## src/rtl/adder_bist.sv

```systemverilog
// adder_bist: self-test sequencer wrapped around the adder-select block.
// It drives pseudo-random operands into the wrapper, checks the returned
// Sum/Car against a golden model and accumulates pass/fail status. Every
// mode k whose mode_mask bit is set is swept in ascending order. Each mode
// uses the same LFSR sequence, which restarts from SEED at every mode.
//
// Ports:
//   clk, rst               clock; synchronous active-high reset
//   start, mode_mask       run request pulse; mode enable mask (bit k -> Sel=k)
//   A_o, B_o, Cin_o, Sel_o registered operands and select toward the wrapper
//   Sum_i, Car_i           combinational wrapper result
//   busy, done, pass       run status (pass is only meaningful while done=1)
//   err_count              saturating count of mismatching vectors
//   fail_sel/a/b/cin       vector of the first mismatch of the run
//
// WIDTH must match the wrapper's operand width `N (4..15).
// Optional macro ADDER_BIST_CORNER_EN: each mode first applies 4 directed
// corner vectors before its random ones. The LFSR holds its value while the
// corner vectors are applied.
module adder_bist #(
  parameter int          WIDTH       = 8,
  parameter int          NUM_VECTORS = 256,
  parameter logic [31:0] SEED        = 32'h1234_ABCD
) (
  input  logic             clk,
  input  logic             rst,
  input  logic             start,
  input  logic [3:0]       mode_mask,
  output logic [WIDTH-1:0] A_o,
  output logic [WIDTH-1:0] B_o,
  output logic             Cin_o,
  output logic [2:0]       Sel_o,
  input  logic [WIDTH-1:0] Sum_i,
  input  logic             Car_i,
  output logic             busy,
  output logic             done,
  output logic             pass,
  output logic [15:0]      err_count,
  output logic [2:0]       fail_sel,
  output logic [WIDTH-1:0] fail_a,
  output logic [WIDTH-1:0] fail_b,
  output logic             fail_cin
);

  typedef enum logic [1:0] {IDLE, DRIVE, CHECK, DONE} state_t;

  // An all-zero LFSR would lock up, so a zero seed becomes 1.
  localparam logic [31:0] SEED_EFF = (SEED == 32'h0) ? 32'h1 : SEED;
  localparam logic [15:0] LAST_VEC = 16'(NUM_VECTORS - 1);

  state_t      state, state_nxt;
  logic [31:0] lfsr, lfsr_step;
  logic [3:0]  mask_q;
  logic [1:0]  mode, first_mode, next_mode;
  logic        first_found, next_found;
  logic [15:0] vec_cnt;
  logic        last_vec, mode_end, mismatch;
  logic [4:0]  nib_sum;
  logic [WIDTH:0] golden;

`ifdef ADDER_BIST_CORNER_EN
  localparam logic [31:0] ALT32 = 32'h5555_5555;
  localparam logic [WIDTH-1:0] ALT = ALT32[WIDTH-1:0];
  logic [2:0] corner;  // 0..3 = corner vector index, 4 = random phase
  assign mode_end = last_vec && (corner == 3'd4);
`else
  assign mode_end = last_vec;
`endif

  assign lfsr_step = {lfsr[30:0], lfsr[31] ^ lfsr[21] ^ lfsr[1] ^ lfsr[0]};
  assign last_vec  = (vec_cnt == LAST_VEC);

  assign busy = (state == DRIVE) || (state == CHECK);
  assign done = (state == DONE);
  assign pass = done && (err_count == 16'h0);

  // Lowest enabled mode of the incoming mask, and the next enabled mode
  // above the current one in the latched mask. The loops scan downward so
  // that the last match (the lowest index) wins.
  always_comb begin
    first_found = 1'b0;
    first_mode  = 2'd0;
    next_found  = 1'b0;
    next_mode   = 2'd0;
    for (int k = 3; k >= 0; k--) begin
      if (mode_mask[k]) begin
        first_found = 1'b1;
        first_mode  = 2'(k);
      end
      if (mask_q[k] && (k > int'(mode))) begin
        next_found = 1'b1;
        next_mode  = 2'(k);
      end
    end
  end

  // Golden result for the vector currently on the operand outputs. Sel_o
  // always equals mode while in CHECK.
  always_comb begin
    nib_sum = {1'b0, A_o[3:0]} + {1'b0, B_o[3:0]} + {4'b0, Cin_o};
    if (mode == 2'd3)
      golden = {nib_sum[4], {(WIDTH-4){1'b0}}, nib_sum[3:0]};
    else
      golden = {1'b0, A_o} + {1'b0, B_o} + {{WIDTH{1'b0}}, Cin_o};
    mismatch = ({Car_i, Sum_i} != golden);
  end

  always_ff @(posedge clk) begin
    if (rst) state <= IDLE;
    else     state <= state_nxt;
  end

  always_comb begin
    state_nxt = state;
    case (state)
      IDLE, DONE: if (start) state_nxt = first_found ? DRIVE : DONE;
      DRIVE:      state_nxt = CHECK;
      CHECK:      state_nxt = (mode_end && !next_found) ? DONE : DRIVE;
      default:    state_nxt = IDLE;
    endcase
  end

  always_ff @(posedge clk) begin
    if (rst) begin
      lfsr      <= SEED_EFF;
      mask_q    <= 4'h0;
      mode      <= 2'd0;
      vec_cnt   <= 16'h0;
      A_o       <= '0;
      B_o       <= '0;
      Cin_o     <= 1'b0;
      Sel_o     <= 3'd0;
      err_count <= 16'h0;
      fail_sel  <= 3'd0;
      fail_a    <= '0;
      fail_b    <= '0;
      fail_cin  <= 1'b0;
`ifdef ADDER_BIST_CORNER_EN
      corner    <= 3'd0;
`endif
    end else begin
      case (state)
        IDLE, DONE: if (start) begin
          mask_q    <= mode_mask;
          mode      <= first_mode;
          vec_cnt   <= 16'h0;
          lfsr      <= SEED_EFF;
          err_count <= 16'h0;
          fail_sel  <= 3'd0;
          fail_a    <= '0;
          fail_b    <= '0;
          fail_cin  <= 1'b0;
`ifdef ADDER_BIST_CORNER_EN
          corner    <= 3'd0;
`endif
        end
        DRIVE: begin
          Sel_o <= {1'b0, mode};
`ifdef ADDER_BIST_CORNER_EN
          if (corner != 3'd4) begin
            case (corner)
              3'd0:    begin A_o <= '0;   B_o <= '0;   Cin_o <= 1'b0; end
              3'd1:    begin A_o <= '1;   B_o <= '0;   Cin_o <= 1'b1; end
              3'd2:    begin A_o <= '1;   B_o <= '1;   Cin_o <= 1'b1; end
              default: begin A_o <= ALT;  B_o <= ~ALT; Cin_o <= 1'b0; end
            endcase
          end else
`endif
          begin
            A_o   <= lfsr[WIDTH-1:0];
            B_o   <= lfsr[2*WIDTH-1:WIDTH];
            Cin_o <= lfsr[31];
          end
        end
        CHECK: begin
          if (mismatch) begin
            if (err_count != 16'hFFFF) err_count <= err_count + 16'h1;
            // A zero count can only mean no mismatch has been seen yet.
            if (err_count == 16'h0) begin
              fail_sel <= Sel_o;
              fail_a   <= A_o;
              fail_b   <= B_o;
              fail_cin <= Cin_o;
            end
          end
`ifdef ADDER_BIST_CORNER_EN
          if (corner != 3'd4) corner <= corner + 3'd1;
          else
`endif
          if (last_vec) begin
            vec_cnt <= 16'h0;
            if (next_found) begin
              mode <= next_mode;
              lfsr <= SEED_EFF;
`ifdef ADDER_BIST_CORNER_EN
              corner <= 3'd0;
`endif
            end else begin
              lfsr <= lfsr_step;
            end
          end else begin
            vec_cnt <= vec_cnt + 16'h1;
            lfsr    <= lfsr_step;
          end
        end
        default: ;
      endcase
    end
  end

endmodule

```

## config.mk

```make
export PLATFORM = sky130hd
export DESIGN_NAME = adder_bist
export DESIGN_NICKNAME = d
export VERILOG_FILES = /design/src/rtl/adder_bist.sv
export SDC_FILE = /design/constraint.sdc
export NUM_CORES = 1
export LEC_CHECK = 0
export CORE_MARGIN = 4
export CORE_UTILIZATION = 59
export DETAILED_ROUTE_END_ITERATION = 8
export PLACE_DENSITY = 0.85
export SYNTH_ARGS = -nofsm -noshare
export SYNTH_HDL_FRONTEND = slang
export SYNTH_SLANG_ARGS = --single-unit
```

## constraint.sdc

```tcl
create_clock -name clk -period 7.1 [get_ports clk]
set_input_delay 2.13 -clock clk [delete_from_list [all_inputs] [get_ports clk]]
set_output_delay 2.13 -clock clk [all_outputs]
set_load 0.05 [all_outputs]
```

==> flow_summary.yaml, run 1 <==
worst_hold_path:
  holdPathStages: 2
  hold_class: "flip-flop to flip-flop"
  min-delay-start: "lfsr[17]"
  min_to: "lfsr[17]"
cts:
  h-tree-depth: 3
  cts.clk_slew.worst_paths_ns: 0.12
  post-cts-setup-buffers: 0
  cts_resized: 0
  cts.sinks: 109
  clock_latency_ns: 0.38
  cts_root_buf: "clkbuf_8"
  tritoncts: "done"
  numCtsBuffers: 9
  cts_buffer_depth: 2
  hold_buffers: 0
cells_and_area:
  drive_above_1_share_pct: 5.20
  fin_util_pct: 71.4
  multiInputGateArea_mm2: 0.00297
  seqCellArea_mm2: 0.00218
  final_common_cell: "dfxtp_1"
  finalNonFillerCells: 800
  layout_common_cells: "dfxtp_1 (109), nand2_1 (90), clkdlybuf4s50_1 (71)"
  syn2layout_area_growth_pct: 16.2
  nNetsFinal: 719
  antenna_cells: 0
  fillers: 717
setup_path:
  path_max_fanout: 7
  reg2reg_to: "err_count[7]"
  r2r-start: "A_o[0]"
  r2r_slack_ns: 3.13
  r2r_cells: 9
  required_ns: 4.97
  crit_path_start_kind: "flip-flop"
  setup.worst_path.class: "flip-flop to output pin"
  crit_arrival_ns: 2.39
  worstSetupEndpointType: "output pin"
route:
  drt_iter0_drc: 256
  viasPerCell: 6.15
  wl_met1_um: 6020
  wl_per_cell_um: 16.7
  firstDrtPassIters: 4
  routed_wl_um: 13300
  top_layer: "met4"
  wl_met2_um: 6340
  wl_met3_um: 766
  ant_nets: 0
  routed-via-count: 4919
  drc: 0
placement:
  port_buffers: 72
  placedCellCount: 784
  dpl.hpwl_um: 9420
  gp_congestion: 0.922
grt:
  grt_pass1_vias: 4623
  grt_usage_pct: 24.2
  grt_max_degree: 77
  antenna_found_initial: 0
  overflow: 0
  grt_pass1_wl_um: 22300
power_and_ir_drop:
  p_comb_share_pct: 40.8
  switching_share_pct: 43.4
  p_clk_share_pct: 18.9
  intPower_w: 0.00114
  cellLeakagePower_nw: 2.18
  power_frac_seq_pct: 40.3
  p_per_area_mw_per_mm2: 318
  ir_drop_v: 0.000161
  p_sw_w: 0.000872
  p_total_w: 0.00201
sta:
  setup-violations-final: 0
  max_freq_ghz: 0.221
  setup_tns_ns: 0
  rsz0062_at_grt: "false"
  worst_slew_pin_slew_ns: 1.23
  timing.final.crit_share_pct: 63.7
  max_slew_margin_pct: 18.3
  report.final.slew_viol_count: 0
  hold_viol_final: 0
  min_period_ns: 4.52
  finClkSkew_ns: 0.0227
synthesis:
  synth-seq-cells: 109
  synth-main-ff-cell: "dfxtp_1"
  seq_area_frac_synth_pct: 40.1
  netlist_area_mm2: 0.00544
  synth.distinct_cells: 62
  ys_warn_count: 0
  synth_edf_count: 0
  syn_avg_cell_area_um2: 8.43
  syn_inst: 645
  synth-async-reset-ratio_pct: 0
floorplan:
  die_h_um: 104
  start_util_pct: 61.5
  fp-row-count: 34
  io_pins: 75
  die_w_um: 104
  dieArea_mm2: 0.0108
  fp.coreArea_mm2: 0.00885
status:
  outcome: "completed"
run:
  cap_violations: 0
==> layer usage <==
layer  global-route usage (%)  up-vias
met5                        0        -
met4                     7.31        0
met3                     3.35       19
met2                     40.0      155
met1                     33.0     2328
li1                         -     2417
==> worst max-delay path: stages, from the launching register on <==
cell and delay (ns):
dfxtp_1 0.40, inv_1 0.09, ha_1 0.14, nor4b_1 0.25
nand4_1 0.21, nor2_1 0.14, clkdlybuf4s50_1 0.82
==> cell usage after synthesis, types with 3 or more instances <==
cell type,count,area (um2)
a21boi_0,3,22.5
a311o_1,5,50.1
mux2i_1,20,200
or3_1,4,25.0
o21ai_1,3,15.0
o311ai_0,5,43.8
o41ai_1,24,210
dfxtp_1,109,2180
o211ai_1,21,158
a22oi_1,8,60.1
nand2_1,90,338
o32ai_2,4,65.1
xor2_1,9,78.8
a211oi_1,12,90.1
buf_2,4,20.0
o21ai_0,10,50.1
nor2_1,66,248
clkbuf_1,31,116
xnor2_1,14,123
nand3_1,47,235
inv_1,18,67.6
buf_1,5,18.8
nand2b_1,3,18.8
a21oi_1,26,130
and3_1,4,25.0
nand4b_1,3,26.3
nor4_1,9,56.3
nor2b_1,5,31.3
nor3_1,11,55.1
o31ai_1,4,30.0
buf_6,3,33.8
nor4b_1,3,26.3
ha_1,14,175
nand4_1,10,62.6
==> layout make-up <==
cell class | count | area share, %
Inverter | 19 | 1.13
Clock inverter | 7 | 1.33
Sequential cell | 109 | 34.5
Tap cell | 108 | 2.14
Clock buffer | 9 | 1.96
Timing Repair Buffer | 77 | 11.9
Multi-Input combinational cell | 471 | 47.0
==> flip-flops by register name, summed over array words and instances (netlist names) <==
signal     cells
state          2
err_count     16
fail_a         8
mask_q         3
fail_sel       2
vec_cnt       16
lfsr          32
Cin_o          1
A_o            8
fail_b         8
Sel_o          2
fail_cin       1
mode           2
B_o            8
==> cell families (layout without fill, tap and decap cells) <==
kind of cell | after synthesis | in the layout | synth area share, %
AND/OR/NAND/NOR | 267 | 267 | 23.0
XOR/XNOR | 23 | 23 | 3.70
AO/OA/AOI/OAI | 143 | 143 | 20.0
flip-flops | 109 | 109 | 40.1
multiplexers | 20 | 20 | 3.68
other | 1 | 2 | 0.0690
adder cells (fa/ha/maj) | 16 | 16 | 3.96
buffers and inverters | 66 | 112 | 5.43
==> worst max path at each step <==
stage / from / end / slack (ns)
finish: err_count[0] / pass / 2.58
global route: err_count[0] / pass / 2.48
CTS: err_count[0] / pass / 2.56
detailed placement: start / lfsr[25] / 2.34
global placement: start / lfsr[25] / 2.46
floorplan: err_count[0] / pass / 3.20
==> metrics by stage <==
stage	cell area [um2]	setup slack [ns]	hold slack (ns)
after floorplan	5440	3.20	0.432
after global placement	6110	2.46	0.440
after detailed placement	6110	2.34	0.444
after CTS	6320	2.56	0.461
after global routing	6320	2.48	0.483
final	6320	2.58	0.458
==> power groups by stage <==
stage | combinational, W | sequential [W] | clock, W
final | 0.000820 | 0.000810 | 0.000380
after global routing | 0.000896 | 0.000823 | 0.000411
after floorplan | 0.000538 | 0.000878 | 0
after global placement | 0.000794 | 0.000818 | 0
after CTS | 0.000818 | 0.000808 | 0.000387
after detailed placement | 0.000815 | 0.000822 | 0
(Power assumes the default switching activity.)
==> run 2: changes to the inputs <==
- CORE_UTILIZATION: 59 -> 55
- PLACE_DENSITY: 0.85 -> 0.8
- clock period: 7.1 -> 4.4 ns (I/O delays scaled with it)
==> run 2 against run 1 <==
Against the previous run:
- sequential power grew 60%
- register-to-register slack lost 2.4 ns
- cell count grew 3.4%
- clock-buffer cell count grew 4
- sequential share of layout area shrank 0.11 points
- combinational power grew 61%
==> flow_summary.yaml, run 2 (same netlist as run 1, synthesis figures left out) <==
grt:
  gr-max-usage-layer: "met2"
  grt_max_degree: 76
  antenna_found_initial: 0
  use_met2_pct: 36.4
  grt_util_met1_pct: 31.4
  grt_use_met3_pct: 3.00
  grt_usage_pct: 22.6
  grt_pass1_wl_um: 21500
  grt_pass1_vias: 4487
  overflow: 0
cts:
  tritoncts: "done"
  clock_latency_ns: 0.36
  h-tree-depth: 3
  hold_buffers: 0
  cts_buffer_depth: 2
  numCtsBuffers: 9
  cts_root_buf: "clkbuf_8"
  cts.clk_slew.worst_paths_ns: 0.09
  post-cts-setup-buffers: 0
  cts_resized: 0
  cts.sinks: 109
worst_hold_path:
  hold_class: "flip-flop to flip-flop"
sta:
  hold_viol_final: 0
  max_slew_margin_pct: 20.0
  timing.final.crit_share_pct: 84.8
  setup_tns_ns: 0
  setup-violations-final: 0
  rsz0062_at_grt: "false"
  finClkSkew_ns: 0.0150
  report.final.slew_viol_count: 0
  max_freq_ghz: 0.268
  min_period_ns: 3.73
  worst_slew_pin_slew_ns: 1.20
cells_and_area:
  antenna_cells: 0
  reg_top3: "lfsr: 32 flops, err_count: 16 flops, vec_cnt: 16 flops"
  syn2layout_area_growth_pct: 16.6
  regMostFlops: "lfsr"
  fillers: 794
  layout_common_cells: "dfxtp_1 (109), nand2_1 (90), clkdlybuf4s50_1 (71)"
  largest_reg_flops: 32
  drive_above_1_share_pct: 5.19
  nNetsFinal: 723
  fin_area_mm2: 0.00634
  final_common_cell: "dfxtp_1"
placement:
  port_buffers: 72
  gp_congestion: 0.942
  placed_cell_area_mm2: 0.00617
  dpl.hpwl_um: 9230
status:
  outcome: "completed"
floorplan:
  die_w_um: 107
  dieArea_mm2: 0.0115
  fp.coreArea_mm2: 0.00968
  die_h_um: 107
  io_pins: 75
  fp-row-count: 36
  start_util_pct: 56.1
route:
  wl_per_cell_um: 15.8
  viasPerCell: 6.01
  drt_iter0_drc: 348
  drc: 0
  routed-via-count: 4974
  ant_nets: 0
  routed_wl_um: 13000
  firstDrtPassIters: 5
power_and_ir_drop:
  ir_drop_v: 0.000292
  cellLeakagePower_nw: 2.18
  p_per_area_mw_per_mm2: 498
setup_path:
  crit_path_max_incr_delay_ns: 0.81
  path_cells: "inv_1, ha_1, nor4b_1, nand4_1, nor2_1, clkdlybuf4s50_1"
  cpLargestDelayFamily: "buffers and inverters"
  path_max_fanout: 7
  required_ns: 3.08
  crit_path_start_kind: "flip-flop"
  crit_slowest_cell: "clkdlybuf4s50_1"
  setup.worst_path.class: "flip-flop to output pin"
  worstSetupEndpointType: "output pin"
  crit_buf_inv: 2
  crit_arrival_ns: 2.41
run:
  cap_violations: 0
## run 2: cell types whose count changed in the layout (fill, tap and decap cells not counted)
cell        delta
buf_4          +4
inv_8          -3
clkbuf_1       +2
clkbuf_8       +2
clkinv_8       -2
inv_6          -2
clkinvlp_4     +1
## run 2: final cells by class
cell class	instances	area [um2]	share of cell area, %
multi-input cells	471	2970	46.9
flip-flops and latches	109	2180	34.4
repair buffers	81	783	12.4
well taps	133	166	2.62
clock buffers	13	159	2.51
inverters	19	71.3	1.12
clock inverters	1	7.51	0.118
## run 2: metal layers
layer | vias up | routed length [um]
met1 | 2363 | 5900
met2 | 152 | 6120
met4 | 0 | 233
met3 | 23 | 774
met5 | - | 0
li1 | 2436 | -
## run 2: where the power goes
| group | internal (W) | leakage, nW | switching, W |
|---|---|---|---|
| logic | 0.000470 | 1.21 | 0.000847 |
| registers | 0.00113 | 0.885 | 0.000168 |
| clock network | 0.000232 | 0.0816 | 0.000305 |
## run 2: worst register-to-register path, cell delays in order, from the launching register on
cell      delay (ns)
dfxtp_1         0.40
fa_1            0.48
a211oi_1        0.49
nor4_1          0.17
a221oi_2        0.30
xnor2_1         0.10
or4_4           0.54
a21oi_4         0.56
buf_4           0.33
o211ai_1        0.11
o41ai_1         0.12
## run 2: metrics by stage
| stage | hold slack, ns | util [%] | setup WS (ns) | instances | total power [W] |
|---|---|---|---|---|---|
| finish | 0.454 | 65.5 | 0.671 | 827 | 0.00316 |
| global route | 0.490 | 65.5 | 0.459 | 827 | 0.00334 |
| CTS | 0.460 | 65.5 | 0.646 | 827 | 0.00316 |
| detailed placement | 0.446 | 63.8 | 0.405 | 813 | 0.00263 |
| global placement | 0.440 | 63.8 | 0.569 | 813 | 0.00259 |
| floorplan | 0.432 | - | 1.10 | 646 | 0.00228 |
## run 2: worst paths after layout
path / from / endpoint / slack (ns) / cells past startpoint
setup / recovery: err_count[0] / pass / 0.67 / 6
hold / removal: lfsr[23] / lfsr[23] / 0.45 / 2
setup reg to reg: A_o[0] / fail_a[5] / 0.70 / 10
hold reg to reg: lfsr[23] / lfsr[23] / 0.45 / 2
==> run 3: changes to the inputs <==
- clock period: 4.4 -> 3.6 ns (I/O delays scaled with it)
==> run 3 against run 2 <==
Against the previous run:
- via count increased by 0.24%
- highest routed layer unchanged
- clock skew about the same
- worst setup slack got worse by 0.38 ns
- design area increased by 0.97%
- sequential share of layout area decreased by 0.33 points
- total power increased by 25%
- non-clock buffer count increased by 4
- flip-flop and latch count unchanged
==> flow_summary.yaml, run 3 (same netlist as run 1, synthesis figures left out) <==
status:
  outcome: "completed"
floorplan:
  io_pins: 75
  dieArea_mm2: 0.0115
  start_util_pct: 56.1
  fp-row-count: 36
  die_w_um: 107
  die_h_um: 107
  fp.coreArea_mm2: 0.00968
route:
  routed-via-count: 4986
  drc: 0
  routed_wl_um: 13400
  drt_iter0_drc: 283
  firstDrtPassIters: 5
  ant_nets: 0
  viasPerCell: 5.99
  wl_per_cell_um: 16.1
cells_and_area:
  multiInputGateArea_mm2: 0.00297
  fillers: 846
  antenna_cells: 0
  final_common_cell: "dfxtp_1"
  drive_above_1_share_pct: 6.14
  layout_common_cells: "dfxtp_1 (109), nand2_1 (90), clkdlybuf4s50_1 (70)"
  largest_reg_flops: 32
  seqCellArea_mm2: 0.00218
  regMostFlops: "lfsr"
  nNetsFinal: 727
  syn2layout_area_growth_pct: 17.7
  reg_top3: "lfsr: 32 flops, err_count: 16 flops, vec_cnt: 16 flops"
placement:
  gp_congestion: 0.913
  port_buffers: 72
  dpl.hpwl_um: 9560
cts:
  numCtsBuffers: 9
  tritoncts: "done"
  cts.clk_slew.worst_paths_ns: 0.10
  cts_buffer_depth: 2
  cts_root_buf: "clkbuf_8"
  cts.sinks: 109
  clock_latency_ns: 0.37
  h-tree-depth: 3
grt:
  grt_use_met3_pct: 3.30
  overflow: 0
  grt_pass1_wl_um: 22100
  antenna_found_initial: 0
  grt_max_degree: 76
  use_met2_pct: 38.6
  grt_pass1_vias: 4600
  grt_usage_pct: 23.4
  gr-max-usage-layer: "met2"
  grt_util_met1_pct: 31.6
sta:
  report.final.slew_viol_count: 0
  setup_tns_ns: 0
  finClkSkew_ns: 0.0147
  max_freq_ghz: 0.302
  worst_slew_pin_slew_ns: 1.15
  hold_viol_final: 0
  max_slew_margin_pct: 23.0
  min_period_ns: 3.31
  whs_ns: 0.460
  timing.final.crit_share_pct: 92.0
  rsz0062_at_grt: "false"
  setup-violations-final: 0
worst_hold_path:
  hold_class: "flip-flop to flip-flop"
  min-delay-start: "lfsr[16]"
power_and_ir_drop:
  cellLeakagePower_nw: 2.23
  ir_drop_v: 0.000285
  p_per_area_mw_per_mm2: 614
setup_path:
  crit_path_start_kind: "flip-flop"
  path_max_fanout: 9
  r2r-start: "B_o[4]"
  crit_path_start: "state[0]"
  required_ns: 2.52
  setup.worst_path.class: "flip-flop to output pin"
  worstSetupEndpointType: "output pin"
  crit_arrival_ns: 2.23
run:
  cap_violations: 0
==> run 3: where the power goes <==
group	switching, W	total [W]	internal, W
registers	0.000197	0.00158	0.00139
logic	0.00105	0.00165	0.000598
clock network	0.000407	0.000701	0.000294
==> run 3: final timing paths <==
kind,end,slack [ns],cells after the start
setup / recovery,busy,0.29,4
hold / removal,lfsr[16],0.46,2
setup reg to reg,err_count[4],0.39,9
hold reg to reg,lfsr[16],0.46,2
==> run 3: stage by stage <==
stage	instances	worst slack, ns	instance area, um2	utilization [%]	total power, W
after global routing	833	0.177	6400	66.1	0.00418
final	833	0.290	6400	66.1	0.00393
after floorplan	646	0.299	5440	-	0.00279
after detailed placement	817	0.447	6220	64.2	0.00326
after CTS	833	0.139	6400	66.1	0.00395
after global placement	817	0.473	6220	64.2	0.00320
==> run 3: what timing repair did <==
action                     in CTS  in global routing
buffers inserted                0                  0
hold buffers                    0                  0
gates resized for setup         0                  1
setup endpoints to repair       0                  1
==> run 3: layout make-up <==
type | instances | area share [%]
Multi-Input combinational cell | 471 | 46.4
Sequential cell | 109 | 34.1
Timing Repair Buffer | 85 | 12.9
Tap cell | 133 | 2.60
Clock buffer | 12 | 2.42
Inverter | 19 | 1.11
Clock inverter | 4 | 0.430
==> run 3: worst max-delay path: stages (launching register included) <==
cell and delay [ns]:
dfxtp_1 0.43, inv_1 0.07, ha_1 0.41, inv_1 0.15
clkdlybuf4s50_1 0.81
==> run 3: routing by layer <==
metal  up-vias  routed length (um)
met4         0                 238
met3        17                 759
met1      2385                5950
li1       2440                   -
met2       144                6500
met5         -                   0
